`src/rtl/if_stage_pkg.sv`:
```
// if_stage_pkg: shared widths, constants, FSM encoding and buffer payload for the fetch stage.
package if_stage_pkg;

    localparam int unsigned ADDR_LEN = 32;
    localparam int unsigned INST_LEN = 32;

    localparam logic [INST_LEN-1:0] NOP_INST  = 32'h0000_0013;
    localparam logic [ADDR_LEN-1:0] ZERO_WORD = 32'h0000_0000;

    typedef enum logic [1:0] {
        IF_IDLE = 2'd0,
        IF_WAIT = 2'd1,
        IF_DROP = 2'd2
    } if_state_e;

    // One-entry IF/ID output buffer
    typedef struct packed {
        logic [ADDR_LEN-1:0] pc;
        logic [INST_LEN-1:0] inst;
        logic                valid;
    } if_buf_t;

endpackage

```
`src/rtl/if_stage_if.sv`:
```
// if_stage_if: instruction-memory request/response bus between fetch stage and memory controller.
interface if_stage_if;

    logic                                mem_req_o;
    logic [if_stage_pkg::ADDR_LEN-1:0]   mem_addr_o;
    logic                                mem_valid_i;
    logic [if_stage_pkg::INST_LEN-1:0]   mem_data_i;

    modport master (
        output mem_req_o,
        output mem_addr_o,
        input  mem_valid_i,
        input  mem_data_i
    );

    modport slave (
        input  mem_req_o,
        input  mem_addr_o,
        output mem_valid_i,
        output mem_data_i
    );

endinterface

```
`src/rtl/if_stage_icache_dm.sv`:
```
// icache_dm: direct-mapped, one word per line instruction cache; valid bits cleared by async reset.
// LINES must be a power of two and at least 2.
module icache_dm
    import if_stage_pkg::*;
#(
    parameter int unsigned LINES = 64
) (
    input  logic                clk,
    input  logic                rst_n,
    input  logic [ADDR_LEN-1:0] lookup_addr_i,
    output logic                hit_c,
    output logic [INST_LEN-1:0] data_c,
    input  logic                fill_en_i,
    input  logic [ADDR_LEN-1:0] fill_addr_i,
    input  logic [INST_LEN-1:0] fill_data_i
);

    localparam int unsigned IDX_W = $clog2(LINES);
    localparam int unsigned TAG_W = ADDR_LEN - IDX_W - 2;

    logic [LINES-1:0]    valid_q;
    logic [TAG_W-1:0]    tag_mem  [LINES];
    logic [INST_LEN-1:0] data_mem [LINES];

    logic [IDX_W-1:0] lk_idx_c;
    logic [IDX_W-1:0] fl_idx_c;
    logic [TAG_W-1:0] lk_tag_c;
    logic [TAG_W-1:0] fl_tag_c;

    assign lk_idx_c = lookup_addr_i[IDX_W+1:2];
    assign lk_tag_c = lookup_addr_i[ADDR_LEN-1:IDX_W+2];
    assign fl_idx_c = fill_addr_i[IDX_W+1:2];
    assign fl_tag_c = fill_addr_i[ADDR_LEN-1:IDX_W+2];

    // Byte-offset bits never take part in a word-addressed lookup
    logic unused_c;
    assign unused_c = ^{lookup_addr_i[1:0], fill_addr_i[1:0]};

    assign hit_c  = valid_q[lk_idx_c] & (tag_mem[lk_idx_c] == lk_tag_c);
    assign data_c = data_mem[lk_idx_c];

    // Line valid bits: cleared on reset, set on fill
    always_ff @(posedge clk or negedge rst_n) begin
        if (!rst_n) begin
            valid_q <= '0;
        end else if (fill_en_i) begin
            valid_q[fl_idx_c] <= 1'b1;
        end
    end

    // Tag and data storage, written on fill only
    always_ff @(posedge clk) begin
        if (fill_en_i) begin
            tag_mem[fl_idx_c]  <= fl_tag_c;
            data_mem[fl_idx_c] <= fill_data_i;
        end
    end

endmodule

```
`src/rtl/if_stage.sv`:
```
// if_stage: RV32I instruction-fetch stage with one-entry IF/ID buffer and EX redirect.
// Optional feature macro: IF_ICACHE_EN enables the direct-mapped icache (icache_dm).
module if_stage
    import if_stage_pkg::*;
#(
    parameter logic [ADDR_LEN-1:0] RESET_PC     = 32'h0000_0000,
    parameter int unsigned         ICACHE_LINES = 64
) (
    input  logic                clk,
    input  logic                rst_n,
    input  logic                rdy,
    input  logic                stall_i,
    input  logic                br_taken_i,
    input  logic [ADDR_LEN-1:0] br_target_i,
    if_stage_if.master          mem,
    output logic [ADDR_LEN-1:0] pc_o,
    output logic [INST_LEN-1:0] inst_o,
    output logic                if_id_rdy_o
);

    if_state_e           state_q, state_d;
    logic [ADDR_LEN-1:0] pc_q, pc_d;
    logic                req_q, req_d;
    logic [ADDR_LEN-1:0] addr_q, addr_d;
    if_buf_t             buf_q, buf_d;

    logic                consume_c;
    logic                can_load_c;
    logic [ADDR_LEN-1:0] br_pc_c;
    logic                hit_c;
    logic [INST_LEN-1:0] hit_data_c;
    logic                fill_en_c;

    assign consume_c  = rdy & buf_q.valid & ~stall_i;
    assign can_load_c = ~buf_q.valid | consume_c;
    assign br_pc_c    = {br_target_i[ADDR_LEN-1:2], 2'b00};

`ifdef IF_ICACHE_EN
    icache_dm #(
        .LINES (ICACHE_LINES)
    ) u_icache (
        .clk           (clk),
        .rst_n         (rst_n),
        .lookup_addr_i (pc_q),
        .hit_c         (hit_c),
        .data_c        (hit_data_c),
        .fill_en_i     (fill_en_c),
        .fill_addr_i   (pc_q),
        .fill_data_i   (mem.mem_data_i)
    );

    logic unused_c;
    assign unused_c = ^br_target_i[1:0];
`else
    // No cache: never hit, every fetch goes to memory
    assign hit_c      = 1'b0;
    assign hit_data_c = NOP_INST;

    logic unused_c;
    assign unused_c = ^{br_target_i[1:0], fill_en_c, 1'(ICACHE_LINES)};
`endif

    // Next-state: fetch FSM, PC, request and output buffer; rdy=0 freezes everything
    always_comb begin
        state_d   = state_q;
        pc_d      = pc_q;
        req_d     = req_q;
        addr_d    = addr_q;
        buf_d     = buf_q;
        fill_en_c = 1'b0;

        if (rdy) begin
            if (consume_c) begin
                buf_d.valid = 1'b0;
            end

            case (state_q)
                IF_IDLE: begin
                    if (br_taken_i) begin
                        pc_d        = br_pc_c;
                        buf_d.valid = 1'b0;
                    end else if (can_load_c) begin
                        if (hit_c) begin
                            buf_d.pc    = pc_q;
                            buf_d.inst  = hit_data_c;
                            buf_d.valid = 1'b1;
                            pc_d        = pc_q + ADDR_LEN'(4);
                        end else begin
                            req_d   = 1'b1;
                            addr_d  = pc_q;
                            state_d = IF_WAIT;
                        end
                    end
                end

                IF_WAIT: begin
                    if (br_taken_i) begin
                        pc_d        = br_pc_c;
                        buf_d.valid = 1'b0;
                        if (mem.mem_valid_i) begin
                            req_d   = 1'b0;
                            state_d = IF_IDLE;
                        end else begin
                            state_d = IF_DROP;
                        end
                    end else if (mem.mem_valid_i) begin
                        buf_d.pc    = pc_q;
                        buf_d.inst  = mem.mem_data_i;
                        buf_d.valid = 1'b1;
                        pc_d        = pc_q + ADDR_LEN'(4);
                        req_d       = 1'b0;
                        state_d     = IF_IDLE;
                        fill_en_c   = 1'b1;
                    end
                end

                IF_DROP: begin
                    if (br_taken_i) begin
                        pc_d        = br_pc_c;
                        buf_d.valid = 1'b0;
                    end
                    if (mem.mem_valid_i) begin
                        req_d   = 1'b0;
                        state_d = IF_IDLE;
                    end
                end

                default: begin
                    req_d   = 1'b0;
                    state_d = IF_IDLE;
                end
            endcase
        end
    end

    // State and output registers
    always_ff @(posedge clk or negedge rst_n) begin
        if (!rst_n) begin
            state_q     <= IF_IDLE;
            pc_q        <= RESET_PC;
            req_q       <= 1'b0;
            addr_q      <= ZERO_WORD;
            buf_q.pc    <= ZERO_WORD;
            buf_q.inst  <= NOP_INST;
            buf_q.valid <= 1'b0;
        end else begin
            state_q <= state_d;
            pc_q    <= pc_d;
            req_q   <= req_d;
            addr_q  <= addr_d;
            buf_q   <= buf_d;
        end
    end

    assign mem.mem_req_o  = req_q;
    assign mem.mem_addr_o = addr_q;
    assign pc_o           = buf_q.pc;
    assign inst_o         = buf_q.inst;
    assign if_id_rdy_o    = buf_q.valid;

endmodule

```
`src/flat_wrapper.sv`:
```
// flat-port wrapper written by rule: the top's interface ports become plain ports
module if_stage_flat import if_stage_pkg::*;
#(
    parameter logic [ADDR_LEN-1:0] RESET_PC     = 32'h0000_0000,
    parameter int unsigned         ICACHE_LINES = 64
)
  (clk, rst_n, rdy, stall_i, br_taken_i, br_target_i, pc_o, inst_o, if_id_rdy_o, mem_mem_req_o, mem_mem_addr_o, mem_mem_valid_i, mem_mem_data_i);
  if_stage_if mem_i ();
  input  logic clk;
  input  logic rst_n;
  input  logic rdy;
  input  logic stall_i;
  input  logic br_taken_i;
  input  logic [ADDR_LEN-1:0] br_target_i;
  output logic [ADDR_LEN-1:0] pc_o;
  output logic [INST_LEN-1:0] inst_o;
  output logic if_id_rdy_o;
  output wire logic [$bits(mem_i.mem_req_o)-1:0] mem_mem_req_o;
  output wire logic [$bits(mem_i.mem_addr_o)-1:0] mem_mem_addr_o;
  input wire logic [$bits(mem_i.mem_valid_i)-1:0] mem_mem_valid_i;
  input wire logic [$bits(mem_i.mem_data_i)-1:0] mem_mem_data_i;
  assign mem_mem_req_o = mem_i.mem_req_o;
  assign mem_mem_addr_o = mem_i.mem_addr_o;
  assign mem_i.mem_valid_i = mem_mem_valid_i;
  assign mem_i.mem_data_i = mem_mem_data_i;
  if_stage #(.RESET_PC(RESET_PC), .ICACHE_LINES(ICACHE_LINES)) u_core (.clk(clk), .rst_n(rst_n), .rdy(rdy), .stall_i(stall_i), .br_taken_i(br_taken_i), .br_target_i(br_target_i), .mem(mem_i), .pc_o(pc_o), .inst_o(inst_o), .if_id_rdy_o(if_id_rdy_o));
endmodule
```
`config.mk`:
```
export PLATFORM = sky130hd
export DESIGN_NAME = if_stage_flat
export DESIGN_NICKNAME = d
export VERILOG_FILES = /design/src/rtl/if_stage_pkg.sv /design/src/rtl/if_stage_if.sv /design/src/rtl/if_stage_icache_dm.sv /design/src/rtl/if_stage.sv /design/src/flat_wrapper.sv
export SDC_FILE = /design/constraint.sdc
export NUM_CORES = 1
export LEC_CHECK = 0
export ABC_CLOCK_PERIOD_IN_PS = 2000
export BUFFER_PORTS_ARGS = -buffer_cell sky130_fd_sc_hd__clkbuf_2
export CAP_MARGIN = 5
export CORE_AREA = 4 4 126 128
export CTS_CLUSTER_SIZE = 28
export DETAILED_ROUTE_END_ITERATION = 16
export DIE_AREA = 0 0 130 132
export GPL_ROUTABILITY_DRIVEN = 0
export PLACE_DENSITY = 0.66
export SLEW_MARGIN = 20
export SYNTH_ARGS = -nofsm -noshare
export SYNTH_HDL_FRONTEND = slang
export SYNTH_SLANG_ARGS = --single-unit
```
`constraint.sdc`:
```
create_clock -name clk -period 2 [get_ports clk]
set_input_delay 0.4 -clock clk [delete_from_list [all_inputs] [get_ports clk]]
set_output_delay 0.4 -clock clk [all_outputs]
set_load 0.005 [all_outputs]
```
==> results.sh, run 1 <==
export IMPL_synth_avg_cell_area_sq_um=11.8
export IMPL_start_util=0.390
export IMPL_chipHeight_um=132
export IMPL_ys_top_cells_by_count="dfrtp_1, mux2_2, clkbuf_1"
export IMPL_globalRouteMet2Util=0.308
export IMPL_synth_top_flop_cell="dfrtp_1"
export IMPL_cts_clk_slew_worst_paths_ns=0.06
export IMPL_finClkSkew_ns=0.00891
export IMPL_num_rows=45
export IMPL_syn_inst=492
export IMPL_synth_seq_area_share=0.544
export IMPL_die_w_um=130
export IMPL_worst_pin_slew_ns=0.591
export IMPL_finalSetupViolCount=16
export IMPL_synth_cell_area_sq_um=5800
export IMPL_drt_iter0_markers=344
export IMPL_clockPowerShare=0.220
export IMPL_grt_use_total=0.187
export IMPL_max_cap_viol_count=0
export IMPL_switchingPower_mw=4.51
export IMPL_swShare=0.353
export IMPL_p_int_mw=8.29
export IMPL_grt_met1_usage=0.232
export IMPL_core_region_area_sq_um=14900
export IMPL_grt_pass1_wl_um=25400
export IMPL_ir_drop_v=0.000777
export IMPL_fin_util=0.542
export IMPL_power_leakage_nw=3.67
export IMPL_fin_crit_sh=1.05
export IMPL_worstSetupPathType="reg2reg"
export IMPL_syn2layout_area_growth_pct=38.7
export IMPL_fin_nets=765
export IMPL_synth_top_area_frac=0.530
export IMPL_cts_buffer_depth=2
export IMPL_cts_buffers=17
export IMPL_grt_pass1_vias=4947
export IMPL_vias_per_cell=5.42
export IMPL_post_route_min_period_ns=2.10
export IMPL_powerDensity_nw_per_um2=1590
export IMPL_met3_usage=0.0669
export IMPL_wire_per_inst_um=18.1
export IMPL_max_freq_mhz=475
export IMPL_first_pass_iters=5
export IMPL_end_kind="flip-flop"
export IMPL_antenna_found_initial=0
export IMPL_vias=4830
export IMPL_route_antenna_remaining_nets=0
export IMPL_drive_gt1_frac=0.543
export IMPL_num_antenna_cells=0
export IMPL_yosys_top_cells_area="dfrtp_1, mux2_2, clkbuf_1"
export IMPL_async_reset_ff_frac=1.00
export IMPL_hold_viol=0
export IMPL_dp_hpwl_um=11000
export IMPL_busiest_layer="met2"
export IMPL_routed_wl_um=16200
export IMPL_rsz0062_at_grt="true"
export IMPL_hp_class="in2reg"
export IMPL_cts_sinks=126
export IMPL_violations="negative setup slack"
export IMPL_synth_edf_count=0
export IMPL_pre_cts_ws_ns=-0.129
export IMPL_ys_warn_count=0
export IMPL_clock_latency_ns=0.43
export IMPL_slew_viol_final=0
export IMPL_grt_overflow=0
export IMPL_io_pins=168
export IMPL_die_area_sq_um=17200
export IMPL_cts_tree="yes"
export IMPL_root_buffer="clkbuf_16"
export IMPL_slew_headroom=0.603
export IMPL_grt_max_degree=47
export IMPL_worstPathMaxFanout=6
export IMPL_start_kind="flip-flop"
export IMPL_ys_types=52
export IMPL_synth_most_common_cell="dfrtp_1"
export IMPL_ys_ff_latch=126
export IMPL_port_buffers=161
export IMPL_status="finished, violations left"
export IMPL_crit_required_ns=2.37
export IMPL_cp_arrival_ns=2.47
export IMPL_htreeDepth=4
export IMPL_layout_setup_ws_ns=-0.104
export IMPL_power_frac_seq=0.379
export IMPL_route_detailed_drc=0
export IMPL_synth_largest_area_cell="dfrtp_1"
export IMPL_p_comb_frac=0.402
-- per-layer routing --
metal / routed length (um) / share of wire
met1: 6620 / 0.41
met2: 7910 / 0.49
met4: 248 / 0.015
met3: 1380 / 0.085
met5: 0 / 0
-- kinds of logic after synthesis --
logic type,Yosys count,synth area share
buf+inv,46,0.0339
fa+ha+maj,5,0.0108
simple gates,130,0.122
compound gates,83,0.0942
mux,101,0.194
other cells,1,0.000646
flops,126,0.544
-- path summary, 6_finish.rpt --
check	cells after the start	slack, ns	end	startpoint
max	7	-0.10	u_core.pc_q[19]	u_core.state_q[0]
max reg2reg	7	-0.10	u_core.pc_q[19]	u_core.state_q[0]
min	2	0.20	u_core.inst_o[27]	mem_mem_data_i[27]
min in group asynchronous	2	0.47	u_core.mem.mem_addr_o[23]	rst_n
max in group asynchronous	3	0.88	u_core.inst_o[4]	rst_n
min reg2reg	1	0.50	u_core.pc_o[21]	u_core.pc_o[21]
-- sequential cells by signal (all words and copies together) (netlist names) --
name / count
u_core.pc_q: 30
u_core.mem.mem_addr_o: 30
u_core.inst_o: 32
u_core.if_id_rdy_o: 1
u_core.pc_o: 30
u_core.state_q: 2
u_core.mem.mem_req_o: 1
-- placed cells by master, fill, tap and decap left out, drive strengths merged, types with 2 or more instances in the layout --
| master | synthesis | layout |
|---|---|---|
| nor3b | 2 | 2 |
| dfstp | 3 | 3 |
| or4 | 2 | 2 |
| nand2 | 24 | 24 |
| a211oi | 5 | 5 |
| nand4 | 15 | 15 |
| ha | 5 | 5 |
| a41oi | 2 | 2 |
| or3 | 5 | 5 |
| o21ai | 16 | 16 |
| conb | 1 | 4 |
| nor2 | 14 | 14 |
| and4 | 4 | 4 |
| buf | 10 | 56 |
| dfrtp | 123 | 123 |
| nor4 | 10 | 10 |
| nor2b | 3 | 3 |
| a31oi | 4 | 4 |
| a311oi | 4 | 4 |
| mux2i | 9 | 9 |
| clkinv | 0 | 4 |
| nor3 | 12 | 12 |
| nand2b | 9 | 9 |
| a2bb2oi | 6 | 6 |
| and3 | 8 | 8 |
| o32ai | 2 | 2 |
| and2 | 2 | 2 |
| mux2 | 92 | 92 |
| o22ai | 7 | 7 |
| o31ai | 2 | 2 |
| a21oi | 23 | 23 |
| nand3 | 17 | 17 |
| inv | 3 | 4 |
| clkinvlp | 0 | 8 |
| clkbuf | 33 | 181 |
-- metrics by stage --
| step | setup TNS (ns) | hold slack [ns] | power (mW) | area [sq um] | std cells |
|---|---|---|---|---|---|
| after detailed placement | -1.24 | 0.367 | 9.52 | 7150 | 845 |
| after global routing | -2.78 | 0.186 | 13.6 | 8050 | 891 |
| after CTS | -0.926 | 0.187 | 12.7 | 7870 | 885 |
| after floorplan | -0.0216 | 0.104 | 7.25 | 5860 | 495 |
| final | -0.555 | 0.200 | 12.8 | 8050 | 891 |
| after global placement | -0.546 | 0.356 | 9.28 | 7150 | 845 |
-- critical path, stage by stage (launching register included) --
cell     delay, ns
dfrtp_1       0.40
inv_2         0.08
ha_4          0.16
o21ba_4       0.21
or4b_4        0.54
buf_6         0.17
or4_4         0.42
nand3_2       0.07
-- power by group through the flow --
stage	registers [mW]	logic (mW)	clock network, mW
2_1_floorplan	4.67	2.58	0
3_3_place_gp	4.75	4.53	0
3_5_place_dp	4.86	4.65	0
4_1_cts	4.84	4.94	2.88
5_1_grt	5.04	5.61	3.00
6_report	4.85	5.14	2.81
-- area by class of cell --
type,instances,area [sq um]
multi-input cells,323,2680
repair buffers,219,1430
clock inverters,13,92.6
fillers,1271,6810
flip-flops and latches,126,3160
inverters,3,11.3
clock buffers,19,453
well taps,188,235
-- what timing repair did --
action | 4_1_cts | 5_1_grt
endpoints found under the setup margin | 20 | 50
gates cloned | 3 | 2
gates resized for setup | 17 | 27
buffers inserted | 4 | 4
hold endpoints to repair | 44 | 0
hold buffers | 1 | 0
pin swaps | 7 | 7
Note: power is estimated with default switching activity, not from simulation.
==> run 2, diff against run 1 <==
Settings changed: CORE_AREA 4 4 126 128 to 2 2 124 126, DIE_AREA 0 0 130 132 to 0 0 126 128, SKIP_LAST_GASP from default to 1.
==> run 2 against run 1 <==
  * The run still ends with negative setup slack left
  * Final cell count is 0.45% lower
  * Die area is 6.0% lower
  * Clock power is 16% higher
  * Non-clock buffer count is 4 lower
  * Register-to-register slack worse by 0.03 ns
  * Combinational power is 2% lower
  * Critical path type unchanged
  * Critical endpoint unchanged
  * Largest cell class unchanged
==> results.sh, run 2 (same netlist as run 1, synthesis figures left out) <==
export IMPL_die_w_um=126
export IMPL_start_util=0.390
export IMPL_clock_latency_ns=0.42
export IMPL_dp_hpwl_um=10900
export IMPL_crit_slowest_cell="or4b_4"
export IMPL_worstPathMaxFanout=6
export IMPL_rsz0062_at_grt="true"
export IMPL_crit_family="simple AND/OR/NAND/NOR gates"
export IMPL_violations="negative setup slack"
export IMPL_vias_per_cell=5.44
export IMPL_grt_overflow=0
export IMPL_route_antenna_remaining_nets=0
export IMPL_grt_max_degree=52
export IMPL_end_kind="flip-flop"
export IMPL_vias=4822
export IMPL_grt_pass1_vias=4779
export IMPL_core_region_area_sq_um=14900
export IMPL_path_cells="inv_4 > ha_4 > o21ba_4 > or4b_4 > buf_8 > or4_4 > nand3_2"
export IMPL_start_kind="flip-flop"
export IMPL_cts_buffers=17
export IMPL_cp_arrival_ns=2.49
export IMPL_slew_viol_final=0
export IMPL_num_antenna_cells=0
export IMPL_port_buffers=161
export IMPL_die_area_sq_um=16100
export IMPL_placed_cells=842
export IMPL_crit_required_ns=2.36
export IMPL_fin_util=0.546
export IMPL_post_route_min_period_ns=2.13
export IMPL_syn2layout_area_growth_pct=39.8
export IMPL_num_rows=45
export IMPL_layout_commonest_cell="clkbuf_2"
export IMPL_hold_viol=0
export IMPL_largest_reg_flops=32
export IMPL_io_pins=168
export IMPL_ir_drop_v=0.000688
export IMPL_fin_cells=887
export IMPL_chipHeight_um=128
export IMPL_hold_slack_ns=0.213
export IMPL_fin_nets=761
export IMPL_wire_per_inst_um=17.6
export IMPL_slowest_delay_ns=0.57
export IMPL_path_buf_inv=2
export IMPL_cts_sinks=126
export IMPL_root_buffer="clkbuf_16"
export IMPL_htreeDepth=4
export IMPL_antenna_found_initial=0
export IMPL_cts_tree="yes"
export IMPL_cts_buffer_depth=2
export IMPL_power_leakage_nw=3.70
export IMPL_hp_class="in2reg"
export IMPL_cts_clk_slew_worst_paths_ns=0.06
export IMPL_setup_tns_ns=-1.35
export IMPL_final_cell_mix="clkbuf_2, dfrtp_1, mux2_2"
export IMPL_max_cap_viol_count=0
export IMPL_layout_setup_ws_ns=-0.132
export IMPL_max_freq_mhz=469
export IMPL_pre_cts_ws_ns=-0.133
export IMPL_finClkSkew_ns=0.00998
export IMPL_worstSetupPathType="reg2reg"
export IMPL_grt_use_total=0.191
export IMPL_powerDensity_nw_per_um2=1630
export IMPL_grt_pass1_wl_um=24300
export IMPL_route_detailed_drc=0
export IMPL_drt_iter0_markers=344
export IMPL_drive_gt1_frac=0.542
export IMPL_first_pass_iters=6
export IMPL_finalSetupViolCount=19
export IMPL_status="finished, violations left"
export IMPL_routed_wl_um=15600
export IMPL_fin_crit_sh=1.07
## run 2: layer usage
metal / wire (um) / share of wire / track usage
met4: 327 / 0.021 / 0.0659
met3: 1150 / 0.074 / 0.0668
met1: 6580 / 0.42 / 0.241
met2: 7530 / 0.48 / 0.306
met5: 0 / 0 / 0
## run 2: worst paths after layout
| check | from | endpoint | slack, ns | cells after the start |
|---|---|---|---|---|
| worst max-delay path | u_core.state_q[1] | u_core.pc_q[19] | -0.13 | 7 |
| max in group asynchronous | rst_n | u_core.inst_o[4] | 0.86 | 3 |
| worst min register to register | u_core.mem.mem_addr_o[8] | u_core.mem.mem_addr_o[8] | 0.50 | 1 |
| worst max register to register | u_core.state_q[1] | u_core.pc_q[19] | -0.13 | 7 |
| min in group asynchronous | rst_n | u_core.pc_q[23] | 0.51 | 2 |
| worst min-delay path | mem_mem_data_i[15] | u_core.inst_o[15] | 0.21 | 2 |
## run 2: repair_timing
| item | CTS | global route |
|---|---|---|
| cloned | 1 | 3 |
| pin swaps | 2 | 7 |
| setup endpoints to repair | 17 | 29 |
| hold buffers | 1 | 0 |
| setup buffers | 2 | 6 |
| hold endpoints to repair | 46 | 0 |
| resized for setup | 11 | 32 |
## run 2: final cells by class
cell class | count | area, sq um
inverter | 3 | 13.8
multi-input combinational | 323 | 2690
clock buffer | 19 | 443
sequential | 126 | 3160
clock inverter | 13 | 188
tap | 188 | 235
fill | 1243 | 6750
timing repair buffer | 215 | 1380
## run 2: per-stage QoR
stage / cell area [sq um] / total power [mW]
3_3_place_gp: 7130 / 9.19
4_1_cts: 7840 / 12.9
3_5_place_dp: 7130 / 9.45
6_report: 8110 / 13.2
5_1_grt: 8110 / 14.0
2_1_floorplan: 5860 / 7.25
## run 2: report_power, final
part / total [mW] / internal, mW / switching (mW)
sequential: 4.87 / 3.84 / 1.02
combinational: 5.05 / 2.75 / 2.29
clock: 3.27 / 2.12 / 1.15
